===== src/rtl/uart_tx_fifo_if.sv =====
// Byte-write / status bundle between the MMIO bridge and the UART transmitter.
interface uart_tx_fifo_if;
  logic       wr_en;
  logic [7:0] wr_data;
  logic       clr_ovf;
  logic       tx;
  logic       busy;
  logic       full;
  logic       empty;
  logic [3:0] count;
  logic       overflow;

  modport master (
    output wr_en, wr_data, clr_ovf,
    input  tx, busy, full, empty, count, overflow
  );

  modport slave (
    input  wr_en, wr_data, clr_ovf,
    output tx, busy, full, empty, count, overflow
  );
endinterface


===== src/rtl/uart_tx_fifo.sv =====
// UART 8N1 transmitter with an 8-entry byte FIFO, LSB first, tx idles high.
module uart_tx_fifo #(
  parameter int unsigned CLK_HZ     = 100_000_000,
  parameter int unsigned BAUD       = 128_000,
  parameter int unsigned FIFO_DEPTH = 8
) (
  input logic           raw_clk,
  input logic           rst,
  uart_tx_fifo_if.slave bus
);
  localparam int unsigned ClksPerBit = CLK_HZ / BAUD;
  localparam int unsigned BaudW      = $clog2(ClksPerBit);
  localparam int unsigned PtrW       = $clog2(FIFO_DEPTH);

  typedef enum logic [1:0] {StIdle, StStart, StData, StStop} state_e;

  state_e           state_q, state_d;
  logic [BaudW-1:0] baud_q, baud_d;
  logic [2:0]       bit_q, bit_d;
  logic [7:0]       shreg_q, shreg_d;
  logic             tx_q, tx_d;

  logic [7:0]       mem_q [FIFO_DEPTH];
  logic [PtrW-1:0]  wptr_q, rptr_q;
  logic [3:0]       count_q;
  logic             ovf_q;

  logic full, empty, push, pop, baud_done;

  assign full      = (count_q == 4'(FIFO_DEPTH));
  assign empty     = (count_q == 4'd0);
  // A write while full is dropped even if the FSM pops in the same cycle.
  assign push      = bus.wr_en & ~full;
  assign pop       = (state_q == StIdle) & ~empty;
  assign baud_done = (baud_q == BaudW'(ClksPerBit - 1));

  // FIFO pointers, occupancy and the sticky overflow flag.
  always_ff @(posedge raw_clk) begin
    if (rst) begin
      wptr_q  <= '0;
      rptr_q  <= '0;
      count_q <= '0;
      ovf_q   <= 1'b0;
    end else begin
      if (push) wptr_q <= wptr_q + 1'b1;
      if (pop)  rptr_q <= rptr_q + 1'b1;
      case ({push, pop})
        2'b10:   count_q <= count_q + 4'd1;
        2'b01:   count_q <= count_q - 4'd1;
        default: count_q <= count_q;
      endcase
      // Setting wins over clearing.
      if (bus.wr_en & full) ovf_q <= 1'b1;
      else if (bus.clr_ovf) ovf_q <= 1'b0;
    end
  end

  // FIFO storage; contents are don't-care until written, so no reset.
  always_ff @(posedge raw_clk) begin
    if (push) mem_q[wptr_q] <= bus.wr_data;
  end

  // Transmitter state register; tx is registered so the line never glitches.
  always_ff @(posedge raw_clk) begin
    if (rst) begin
      state_q <= StIdle;
      baud_q  <= '0;
      bit_q   <= '0;
      shreg_q <= '0;
      tx_q    <= 1'b1;
    end else begin
      state_q <= state_d;
      baud_q  <= baud_d;
      bit_q   <= bit_d;
      shreg_q <= shreg_d;
      tx_q    <= tx_d;
    end
  end

  // Next-state logic: each bit lasts ClksPerBit cycles, terminal count advances.
  always_comb begin
    state_d = state_q;
    baud_d  = baud_q;
    bit_d   = bit_q;
    shreg_d = shreg_q;
    unique case (state_q)
      StIdle: begin
        if (!empty) begin
          shreg_d = mem_q[rptr_q];
          bit_d   = 3'd0;
          baud_d  = '0;
          state_d = StStart;
        end
      end
      StStart: begin
        if (baud_done) begin
          baud_d  = '0;
          state_d = StData;
        end else begin
          baud_d = baud_q + 1'b1;
        end
      end
      StData: begin
        if (baud_done) begin
          baud_d = '0;
          if (bit_q == 3'd7) begin
            state_d = StStop;
          end else begin
            bit_d   = bit_q + 3'd1;
            shreg_d = shreg_q >> 1;
          end
        end else begin
          baud_d = baud_q + 1'b1;
        end
      end
      StStop: begin
        if (baud_done) begin
          baud_d  = '0;
          state_d = StIdle;
        end else begin
          baud_d = baud_q + 1'b1;
        end
      end
      default: state_d = StIdle;
    endcase
  end

  // Line level for the upcoming cycle, derived from the next state.
  always_comb begin
    tx_d = 1'b1;
    unique case (state_d)
      StStart: tx_d = 1'b0;
      StData:  tx_d = shreg_d[0];
      default: tx_d = 1'b1;
    endcase
  end

  assign bus.tx       = tx_q;
  assign bus.busy     = (state_q != StIdle);
  assign bus.full     = full;
  assign bus.empty    = empty;
  assign bus.count    = count_q;
  assign bus.overflow = ovf_q;
endmodule


===== src/flat_wrapper.sv =====
// flat-port wrapper written by rule: the top's interface ports become plain ports
module uart_tx_fifo_flat 
#(
  parameter int unsigned CLK_HZ     = 100_000_000,
  parameter int unsigned BAUD       = 128_000,
  parameter int unsigned FIFO_DEPTH = 8
)
  (raw_clk, rst, bus_wr_en, bus_wr_data, bus_clr_ovf, bus_tx, bus_busy, bus_full, bus_empty, bus_count, bus_overflow);
  uart_tx_fifo_if bus_i ();
  input logic raw_clk;
  input logic rst;
  input wire logic [$bits(bus_i.wr_en)-1:0] bus_wr_en;
  input wire logic [$bits(bus_i.wr_data)-1:0] bus_wr_data;
  input wire logic [$bits(bus_i.clr_ovf)-1:0] bus_clr_ovf;
  output wire logic [$bits(bus_i.tx)-1:0] bus_tx;
  output wire logic [$bits(bus_i.busy)-1:0] bus_busy;
  output wire logic [$bits(bus_i.full)-1:0] bus_full;
  output wire logic [$bits(bus_i.empty)-1:0] bus_empty;
  output wire logic [$bits(bus_i.count)-1:0] bus_count;
  output wire logic [$bits(bus_i.overflow)-1:0] bus_overflow;
  assign bus_i.wr_en = bus_wr_en;
  assign bus_i.wr_data = bus_wr_data;
  assign bus_i.clr_ovf = bus_clr_ovf;
  assign bus_tx = bus_i.tx;
  assign bus_busy = bus_i.busy;
  assign bus_full = bus_i.full;
  assign bus_empty = bus_i.empty;
  assign bus_count = bus_i.count;
  assign bus_overflow = bus_i.overflow;
  uart_tx_fifo #(.CLK_HZ(CLK_HZ), .BAUD(BAUD), .FIFO_DEPTH(FIFO_DEPTH)) u_core (.raw_clk(raw_clk), .rst(rst), .bus(bus_i));
endmodule

===== config.mk =====
export PLATFORM = sky130hd
export DESIGN_NAME = uart_tx_fifo_flat
export DESIGN_NICKNAME = d
export VERILOG_FILES = /design/src/rtl/uart_tx_fifo_if.sv /design/src/rtl/uart_tx_fifo.sv /design/src/flat_wrapper.sv
export SDC_FILE = /design/constraint.sdc
export NUM_CORES = 1
export LEC_CHECK = 0
export ABC_CLOCK_PERIOD_IN_PS = 2400
export BUFFER_PORTS_ARGS = -buffer_cell sky130_fd_sc_hd__buf_2
export CORE_ASPECT_RATIO = 0.6
export CORE_MARGIN = 2
export CORE_UTILIZATION = 30
export DETAILED_ROUTE_END_ITERATION = 8
export GPL_ROUTABILITY_DRIVEN = 0
export PLACE_DENSITY = 0.49
export SYNTH_ARGS = -nofsm -noshare
export SYNTH_HDL_FRONTEND = slang
export SYNTH_SLANG_ARGS = --single-unit

===== constraint.sdc =====
create_clock -name raw_clk -period 2.4 [get_ports raw_clk]
set_input_delay 0.12 -clock raw_clk [delete_from_list [all_inputs] [get_ports raw_clk]]
set_output_delay 0.12 -clock raw_clk [all_outputs]
set_load 0.01 [all_outputs]

==> impl_metrics.tcl, run 1 <==
set metrics [dict create \
    drc 0 \
    synth-seq-area-share 0.627 \
    insertedDiodeCount 0 \
    utilization 0.368 \
    finalSetupViolCount 0 \
    vias_per_cell 4.67 \
    rsz0062_at_grt "true" \
    drive_gt1_frac 0.246 \
    cts.sinks 102 \
    hold_violations 0 \
    synth-main-ff-cell "edfxtp_1" \
    totalWireLength_mm 8.41 \
    grt_pass1_wl_mm 13.4 \
    cts_buffers 9 \
    fmax_mhz 432 \
    synth_seq_cells 102 \
    synth_top_area_frac 0.450 \
    die_area_um2 15300 \
    syn_avg_cell_area_um2 13.7 \
    pwr_density_cell_nw_per_um2 1060 \
    dpl.hpwl_mm 5.67 \
    fillers 1340 \
    clock_skew_ns 0.00742 \
    cts_max_path_buffers 2 \
    wl_per_cell_um 15.3 \
    critPathLaunchType "flop" \
    yosys-top-cells-area "edfxtp_1 (45%), dfxtp_1 (18%), mux4_2 (7.4%)" \
    slew_headroom 0.316 \
    maxCapViolCount 0 \
    clk-insertion-delay-late_ns 0.34 \
    vdd_drop_max_uv 559 \
    worst_pin_slew_ns 1.02 \
    syn-num-nets 334 \
    cts_root_buf "clkbuf_16" \
    rows 33 \
    initial_core_util 0.310 \
    via_count 2571 \
    track_usage 0.120 \
    first_pass_iters 4 \
    power.leakage_nw 1.78 \
    holdPathStages 3 \
    path_max_fanout 3 \
    worstPathRequired_ns 2.66 \
    h-tree-depth 3 \
    synthCells 312 \
    status "completed" \
    cp.arrival_ns 2.58 \
    path_class "reg -> reg" \
    fin_nets 375 \
    synth_cell_types 52 \
    period_needed_ns 2.31 \
    synth_top_area_cell "edfxtp_1" \
    die_h_um 96.5 \
    power_mw 5.40 \
    cp-end-kind "flop" \
    postSynth.asyncResetShare 0 \
    drt_iter0_markers 205 \
    hold_class "in -> reg" \
    area_growth_pct 18.8 \
    fin_crit_sh 0.964 \
    io_buffers 20 \
    antenna_left 0 \
    grt_antenna_before_repair 0 \
    die_x_um 158 \
    mostFrequentLayoutCell "edfxtp_1" \
    clk_pin_slew_worst_paths_ns 0.06 \
    overflow 0 \
    grt_max_degree 38 \
    cts_tree "built" \
    ios 21 \
    synth-edff-count 64 \
    grt_pass1_vias 2450 \
    reg2reg_depth 10 \
    syn_area_um2 4280 \
    final_cell_mix "edfxtp_1 (64), nor2_1 (44), dfxtp_1 (37)" \
    cts_hold_buf 0 \
    yosys_warnings 0 \
    core_um2 13800 \
    slew_violations 0 \
]
[flip-flops by register name, indices dropped and copies added, names as in the netlist, named ones only]
name                 cells
u_core.state_q           2
u_core.wptr_q            3
u_core.bus.overflow      1
u_core.bus.count         4
u_core.mem_q            64
u_core.bit_q             3
u_core.baud_q           10
u_core.bus.tx            1
u_core.shreg_q           8
u_core.rptr_q            3
[critical path, cell delays in order, from the launching register on]
cell	delay [ns]
dfxtp_4	0.34
or4_4	0.55
nand2_8	0.09
inv_6	0.03
ha_4	0.16
ha_4	0.20
a21o_1	0.16
a21oi_2	0.15
xnor2_1	0.10
or3_1	0.34
a21oi_1	0.12
[per-layer routing]
metal  vias up  GRT usage  wire (um)
met2        47      0.170       3450
li1       1264          -          -
met4         0     0.0383         99
met1      1253      0.177       4530
met5         -          0          0
met3         7     0.0339        328
[worst paths after layout]
path,start,end,slack [ns]
worst min-delay path,bus_wr_en,u_core.bus.overflow$_SDFFE_PP0P_,0.03
worst max register to register,u_core.bus.count[0]$_SDFFE_PP0P_,u_core.bus.count[3]$_SDFFE_PP0P_,0.09
worst max-delay path,u_core.bus.count[0]$_SDFFE_PP0P_,u_core.bus.count[3]$_SDFFE_PP0P_,0.09
worst min register to register,u_core.bit_q[2]$_SDFFE_PP0P_,u_core.bit_q[2]$_SDFFE_PP0P_,0.46
[where the power goes]
| part | leakage (nW) | switching [mW] | internal (mW) | total, mW |
|---|---|---|---|---|
| Clock | 0.146 | 0.585 | 0.864 | 1.45 |
| Combinational | 0.740 | 0.974 | 0.796 | 1.77 |
| Sequential | 0.891 | 0.113 | 2.07 | 2.18 |
| Total | 1.78 | 1.67 | 3.73 | 5.40 |
[synthesized netlist by cell type (5+ instances only)]
master	n
nand2_1	20
dfxtp_1	38
mux4_2	14
edfxtp_1	64
a21oi_1	18
a221oi_1	6
nor2_1	45
xor2_1	5
inv_1	8
mux2i_1	10
ha_1	9
a311oi_1	5
o21ai_0	5
a31oi_1	5
[through the flow]
stage | setup TNS [ns] | hold slack, ns | setup WS, ns | instances | instance area, um2
floorplan | 0 | 0.219 | 0.0222 | 312 | 4320
global placement | 0 | 0.368 | 0.0476 | 532 | 4740
detailed placement | 0 | 0.377 | 0.00981 | 532 | 4740
CTS | 0 | 0.0191 | 0.0118 | 548 | 5040
global route | -0.0175 | 0.0525 | -0.0175 | 550 | 5080
finish | 0 | 0.0328 | 0.0856 | 550 | 5080
[final cells by class]
cell class | instances | area [um2] | area share
multi-input combinational | 191 | 1550 | 0.306
timing repair buffer | 39 | 255 | 0.0502
clock buffer | 13 | 260 | 0.0512
clock inverter | 3 | 42.5 | 0.00837
tap | 192 | 240 | 0.0473
inverter | 10 | 42.5 | 0.00837
sequential | 102 | 2690 | 0.529
[repair_timing]
item,in CTS,in global routing
pin swaps,1,6
gates resized for setup,0,5
buffers inserted,0,2
setup endpoints to repair,1,1
[kinds of logic after synthesis]
group / after synthesis / synth area share
xor gates and xnor gates: 7 / 0.0143
muxes: 25 / 0.0998
adders and majority gates: 10 / 0.0310
DFF: 102 / 0.627
AOI/OAI and AO/OA: 51 / 0.0828
and+or+nand+nor: 98 / 0.122
buffers and inverters: 19 / 0.0225
No activity file was read; power rests on OpenSTA's default activity.
==> inputs of run 2 (changes only) <==
ABC_CLOCK_PERIOD_IN_PS = 2000   (was 2400)
CTS_CLUSTER_DIAMETER = 50   (was unset)
SLEW_MARGIN = 20   (was unset)
clock period = 2 ns   (was 2.4 ns; I/O delays follow)
==> impl_metrics.tcl, run 2 (synthesis gave the netlist of run 1 again) <==
set metrics [dict create \
    status "finished, violations left" \
    violations "setup timing" \
    largest_register "u_core.mem_q" \
    finalSetupTns_ns -0.465 \
    totalWireLength_mm 8.80 \
    core_um2 13800 \
    path_class "reg -> reg" \
    grt_pass1_wl_mm 14.0 \
    h-tree-depth 3 \
    cts_buffers 9 \
    die_h_um 96.5 \
    hold_ws_ns 0.0293 \
    ios 21 \
    drt_iter0_markers 160 \
    fin_ws_ns -0.309 \
    area_growth_pct 24.9 \
    wl_met2_mm 3.58 \
    dpl.hpwl_mm 5.86 \
    antenna_left 0 \
    rows 33 \
    cts_max_path_buffers 2 \
    maxCapViolCount 0 \
    final_cells 567 \
    wl_met1_mm 4.80 \
    reg_top3 "u_core.mem_q (64), u_core.baud_q (10), u_core.shreg_q (8)" \
    drive_gt1_frac 0.331 \
    utilization 0.387 \
    cp-end-kind "flop" \
    mostFrequentLayoutCell "edfxtp_1" \
    cp.arrival_ns 2.58 \
    track_usage 0.125 \
    first_pass_iters 4 \
    final_cell_mix "edfxtp_1 (64), nor2_1 (39), dfxtp_1 (35)" \
    hold_violations 0 \
    hold_class "in -> reg" \
    route.met3.wl_um 290 \
    vias_per_cell 4.69 \
    vdd_drop_max_uv 483 \
    pwr_density_cell_nw_per_um2 1270 \
    fin_crit_sh 1.15 \
    place_ws_ns -0.321 \
    slew_headroom 0.487 \
    overflow 0 \
    largest_reg_flops 64 \
    cts_tree "built" \
    die_x_um 158 \
    path_max_fanout 3 \
    clk-insertion-delay-late_ns 0.34 \
    wl_per_cell_um 15.5 \
    worst_pin_slew_ns 0.769 \
    holdPathStages 1 \
    clock_skew_ns 0.00759 \
    cpMaxStageDelayCell "or4_4" \
    finalSetupViolCount 4 \
    fmax_mhz 433 \
    cts_root_buf "clkbuf_16" \
    via_count 2657 \
    top_layer_used "met4" \
    cts.sinks 102 \
    period_needed_ns 2.31 \
    drc 0 \
    grt_antenna_before_repair 0 \
    grt_pass1_vias 2502 \
    cp_cell_sequence "or4_4 -> nand2_8 -> inv_8 -> ha_4 -> ha_4 -> a21o_1 -> a21oi_2 -> xnor2_1 -> or3_1 -> a21oi_1" \
    worstPathRequired_ns 2.27 \
    initial_core_util 0.310 \
    grt_max_degree 38 \
    critPathLaunchType "flop" \
    power.leakage_nw 1.88 \
    reg2reg_depth 10 \
    path_common_cell "ha_4" \
    clk_pin_slew_worst_paths_ns 0.07 \
    fin_nets 392 \
    place_inst 544 \
    io_buffers 20 \
    rsz0062_at_grt "true" \
    max_stage_delay_ns 0.57 \
    slew_violations 0 \
    die_area_um2 15300 \
    insertedDiodeCount 0 \
]
[run 2: cell count changes in the layout (fill, tap and decap cells not counted), sizes merged]
cell         change
buf             +14
clkbuf           -3
clkinvlp         +2
dlygate4sd3      +1
inv              +2
nor2             +1
[run 2: final cells by class]
| type | instances | area (um2) |
|---|---|---|
| fill | 1344 | 8450 |
| timing repair buffer | 55 | 410 |
| inverter | 10 | 45.0 |
| sequential | 102 | 2690 |
| clock inverter | 7 | 81.3 |
| tap | 192 | 240 |
| clock buffer | 9 | 225 |
| multi-input combinational | 192 | 1650 |
[run 2: worst max-delay path, delay by kind of cell (launching register included)]
| kind | cells | cell delay (ns) |
|---|---|---|
| xor gates and xnor gates | 1 | 0.10 |
| buffers and inverters | 1 | 0.03 |
| DFF | 1 | 0.32 |
| and+or+nand+nor | 3 | 1.01 |
| AOI/OAI and AO/OA | 3 | 0.40 |
| adders and majority gates | 2 | 0.37 |
[run 2: timing repair]
item                                   in CTS  in global routing
hold buffers                                1                  0
setup buffers                               2                  2
gates cloned                                1                  1
resized for setup                          20                  5
pin swaps                                   2                  3
setup endpoints to repair                  62                 23
endpoints found under the hold margin       1                  0
[run 2: report_power, final]
group	internal [mW]	switching [mW]	total, mW
logic	1.10	1.29	2.38
clock network	0.985	0.797	1.78
registers	2.48	0.144	2.63
[run 2: path summary, 6_finish.rpt]
path	slack [ns]	endpoint	startpoint
max reg2reg	-0.31	u_core.bus.count[3]$_SDFFE_PP0P_	u_core.bus.count[1]$_SDFFE_PP0P_
max	-0.31	u_core.bus.count[3]$_SDFFE_PP0P_	u_core.bus.count[1]$_SDFFE_PP0P_
min	0.03	u_core.mem_q[6][1]$_DFFE_PP_	bus_wr_data[1]
min reg2reg	0.50	u_core.bit_q[1]$_SDFFE_PP0P_	u_core.bit_q[1]$_SDFFE_PP0P_
[run 2: metal layers]
| metal | vias up | global-route usage |
|---|---|---|
| li1 | 1301 | - |
| met1 | 1301 | 0.190 |
| met2 | 44 | 0.171 |
| met3 | 11 | 0.0308 |
| met4 | 0 | 0.0450 |
| met5 | - | 0 |
[run 2: per-stage QoR]
stage,area (um2),total power [mW]
5_1_grt,5340,7.23
2_1_floorplan,4340,4.11
6_report,5340,6.79
4_1_cts,5280,6.84
3_5_place_dp,4850,4.93
3_3_place_gp,4850,4.89
==> inputs of run 3 (changes only) <==
ABC_CLOCK_PERIOD_IN_PS = 2800   (was 2000)
PLACE_DENSITY = 0.48   (was 0.49)
clock period = 2.8 ns   (was 2 ns; I/O delays follow)
==> impl_metrics.tcl, run 3 (synthesis gave the netlist of run 1 again) <==
set metrics [dict create \
    met3_usage 0.0303 \
    totalWireLength_mm 8.60 \
    critPathLaunchType "flop" \
    fin_nets 366 \
    p_clk_frac 0.275 \
    grtUsageMet1 0.183 \
    h-tree-depth 3 \
    cts_max_path_buffers 2 \
    clock_skew_ns 0.00475 \
    p_comb_frac 0.300 \
    path_class "reg -> reg" \
    slew_headroom 0.355 \
    cp_cell_sequence "or4_4 -> nand2_8 -> inv_2 -> ha_1 -> ha_1 -> a21o_1 -> a21oi_1 -> xnor2_1 -> or3_1 -> a21oi_1" \
    finalSetupViolCount 0 \
    cts_resized 0 \
    multi_input_area_um2 1510 \
    status "completed" \
    switchingPower_mw 1.42 \
    track_usage 0.125 \
    antenna_left 0 \
    ios 21 \
    internal-power_mw 3.00 \
    fmax_mhz 384 \
    path_max_fanout 10 \
    cts_buffers 9 \
    drt_iter0_markers 226 \
    worst_pin_slew_ns 0.965 \
    first_pass_iters 4 \
    reg_top3 "u_core.mem_q (64), u_core.baud_q (10), u_core.shreg_q (8)" \
    max_stage_delay_ns 0.60 \
    fin_crit_sh 0.929 \
    final_cell_mix "edfxtp_1 (64), nor2_1 (45), dfxtp_1 (38)" \
    grt_max_degree 38 \
    grt_pass1_wl_mm 14.0 \
    cpMaxStageDelayCell "or4_4" \
    via_count 2576 \
    wl_per_cell_um 15.9 \
    seqPwrFrac 0.426 \
    use_met2 0.180 \
    overflow 0 \
    die_x_um 158 \
    utilization 0.358 \
    finalSetupTns_ns 0 \
    largest_register "u_core.mem_q" \
    clk-insertion-delay-late_ns 0.34 \
    vias_per_cell 4.77 \
    dpl.hpwl_mm 5.75 \
    core_um2 13800 \
    initial_core_util 0.310 \
    rsz0062_at_grt "false" \
    cp-end-kind "flop" \
    regArea_um2 2680 \
    clk_pin_slew_worst_paths_ns 0.06 \
    rows 33 \
    die_h_um 96.5 \
    slew_violations 0 \
    cts_setup_buffers 0 \
    drive_gt1_frac 0.207 \
    cts_root_buf "clkbuf_16" \
    pwr_density_cell_nw_per_um2 896 \
    die_area_um2 15300 \
    cts_tree "built" \
    io_buffers 20 \
    area_growth_pct 15.5 \
    insertedDiodeCount 0 \
    mostFrequentLayoutCell "edfxtp_1" \
    fillers 1369 \
    cts_hold_buf 0 \
    hold_ws_ns 0.0605 \
    cts.sinks 102 \
    p_sw_frac 0.321 \
    period_needed_ns 2.60 \
    worstPathRequired_ns 3.07 \
    grt_pass1_vias 2502 \
    grt_antenna_before_repair 0 \
    hold_violations 0 \
    grt_busiest_layer "met1" \
    cp.arrival_ns 2.87 \
    hold_class "in -> reg" \
    drc 0 \
    power.leakage_nw 1.72 \
    vdd_drop_max_uv 389 \
    largest_reg_flops 64 \
    maxCapViolCount 0 \
]
==> run 3: changes by cell type in the layout (fill, tap and decap cells not counted), sizes merged <==
cell	before	now
dlygate4sd3	1	0
inv	12	11
clkinvlp	3	2
buf	53	30
nor2	47	46
==> run 3: worst max-delay path, delay by kind of cell, from the launching register on <==
| family | cells | cell delay, ns |
|---|---|---|
| flops | 1 | 0.38 |
| simple gates | 3 | 1.02 |
| xor+xnor | 1 | 0.09 |
| fa+ha+maj | 2 | 0.52 |
| compound gates | 3 | 0.48 |
| buf+inv | 1 | 0.04 |
==> run 3: power groups by stage <==
stage               clock network [mW]  logic, mW  registers (mW)
finish                            1.22       1.33            1.88
detailed placement                   0       1.31            1.91
global placement                     0       1.31            1.90
CTS                               1.26       1.32            1.88
global route                      1.32       1.49            1.91
floorplan                            0      0.929            1.90
==> run 3: worst paths after layout <==
| check | from | endpoint | slack (ns) | cells past startpoint |
|---|---|---|---|---|
| min reg2reg | u_core.bit_q[1]$_SDFFE_PP0P_ | u_core.bit_q[1]$_SDFFE_PP0P_ | 0.47 | 2 |
| max | u_core.bus.count[0]$_SDFFE_PP0P_ | u_core.bus.count[3]$_SDFFE_PP0P_ | 0.20 | 10 |
| max reg2reg | u_core.bus.count[0]$_SDFFE_PP0P_ | u_core.bus.count[3]$_SDFFE_PP0P_ | 0.20 | 10 |
| min | bus_wr_en | u_core.bus.overflow$_SDFFE_PP0P_ | 0.06 | 3 |
==> run 3: area by class of cell <==
cell class / count / share of cell area
clock buffers: 10 / 0.0464
clock inverters: 5 / 0.0122
inverters: 10 / 0.00760
multi-input cells: 191 / 0.306
flip-flops and latches: 102 / 0.543
well taps: 192 / 0.0487
repair buffers: 30 / 0.0355
==> run 3: per-layer routing <==
metal / vias to the layer above / wire length, um / share of wire
met5: - / 0 / 0
met2: 31 / 3630 / 0.42
met4: 0 / 141 / 0.016
li1: 1247 / - / -
met1: 1287 / 4610 / 0.54
met3: 11 / 216 / 0.025
==> run 3: per-stage QoR <==
step                      worst slack, ns  instance area (um2)  power, mW  std cells
after floorplan                     0.157                 4280       2.83        312
after detailed placement            0.199                 4630       3.22        525
after global routing              0.00849                 4940       4.71        540
after CTS                           0.172                 4920       4.45        540
after global placement              0.255                 4630       3.22        525
final                               0.199                 4940       4.42        540
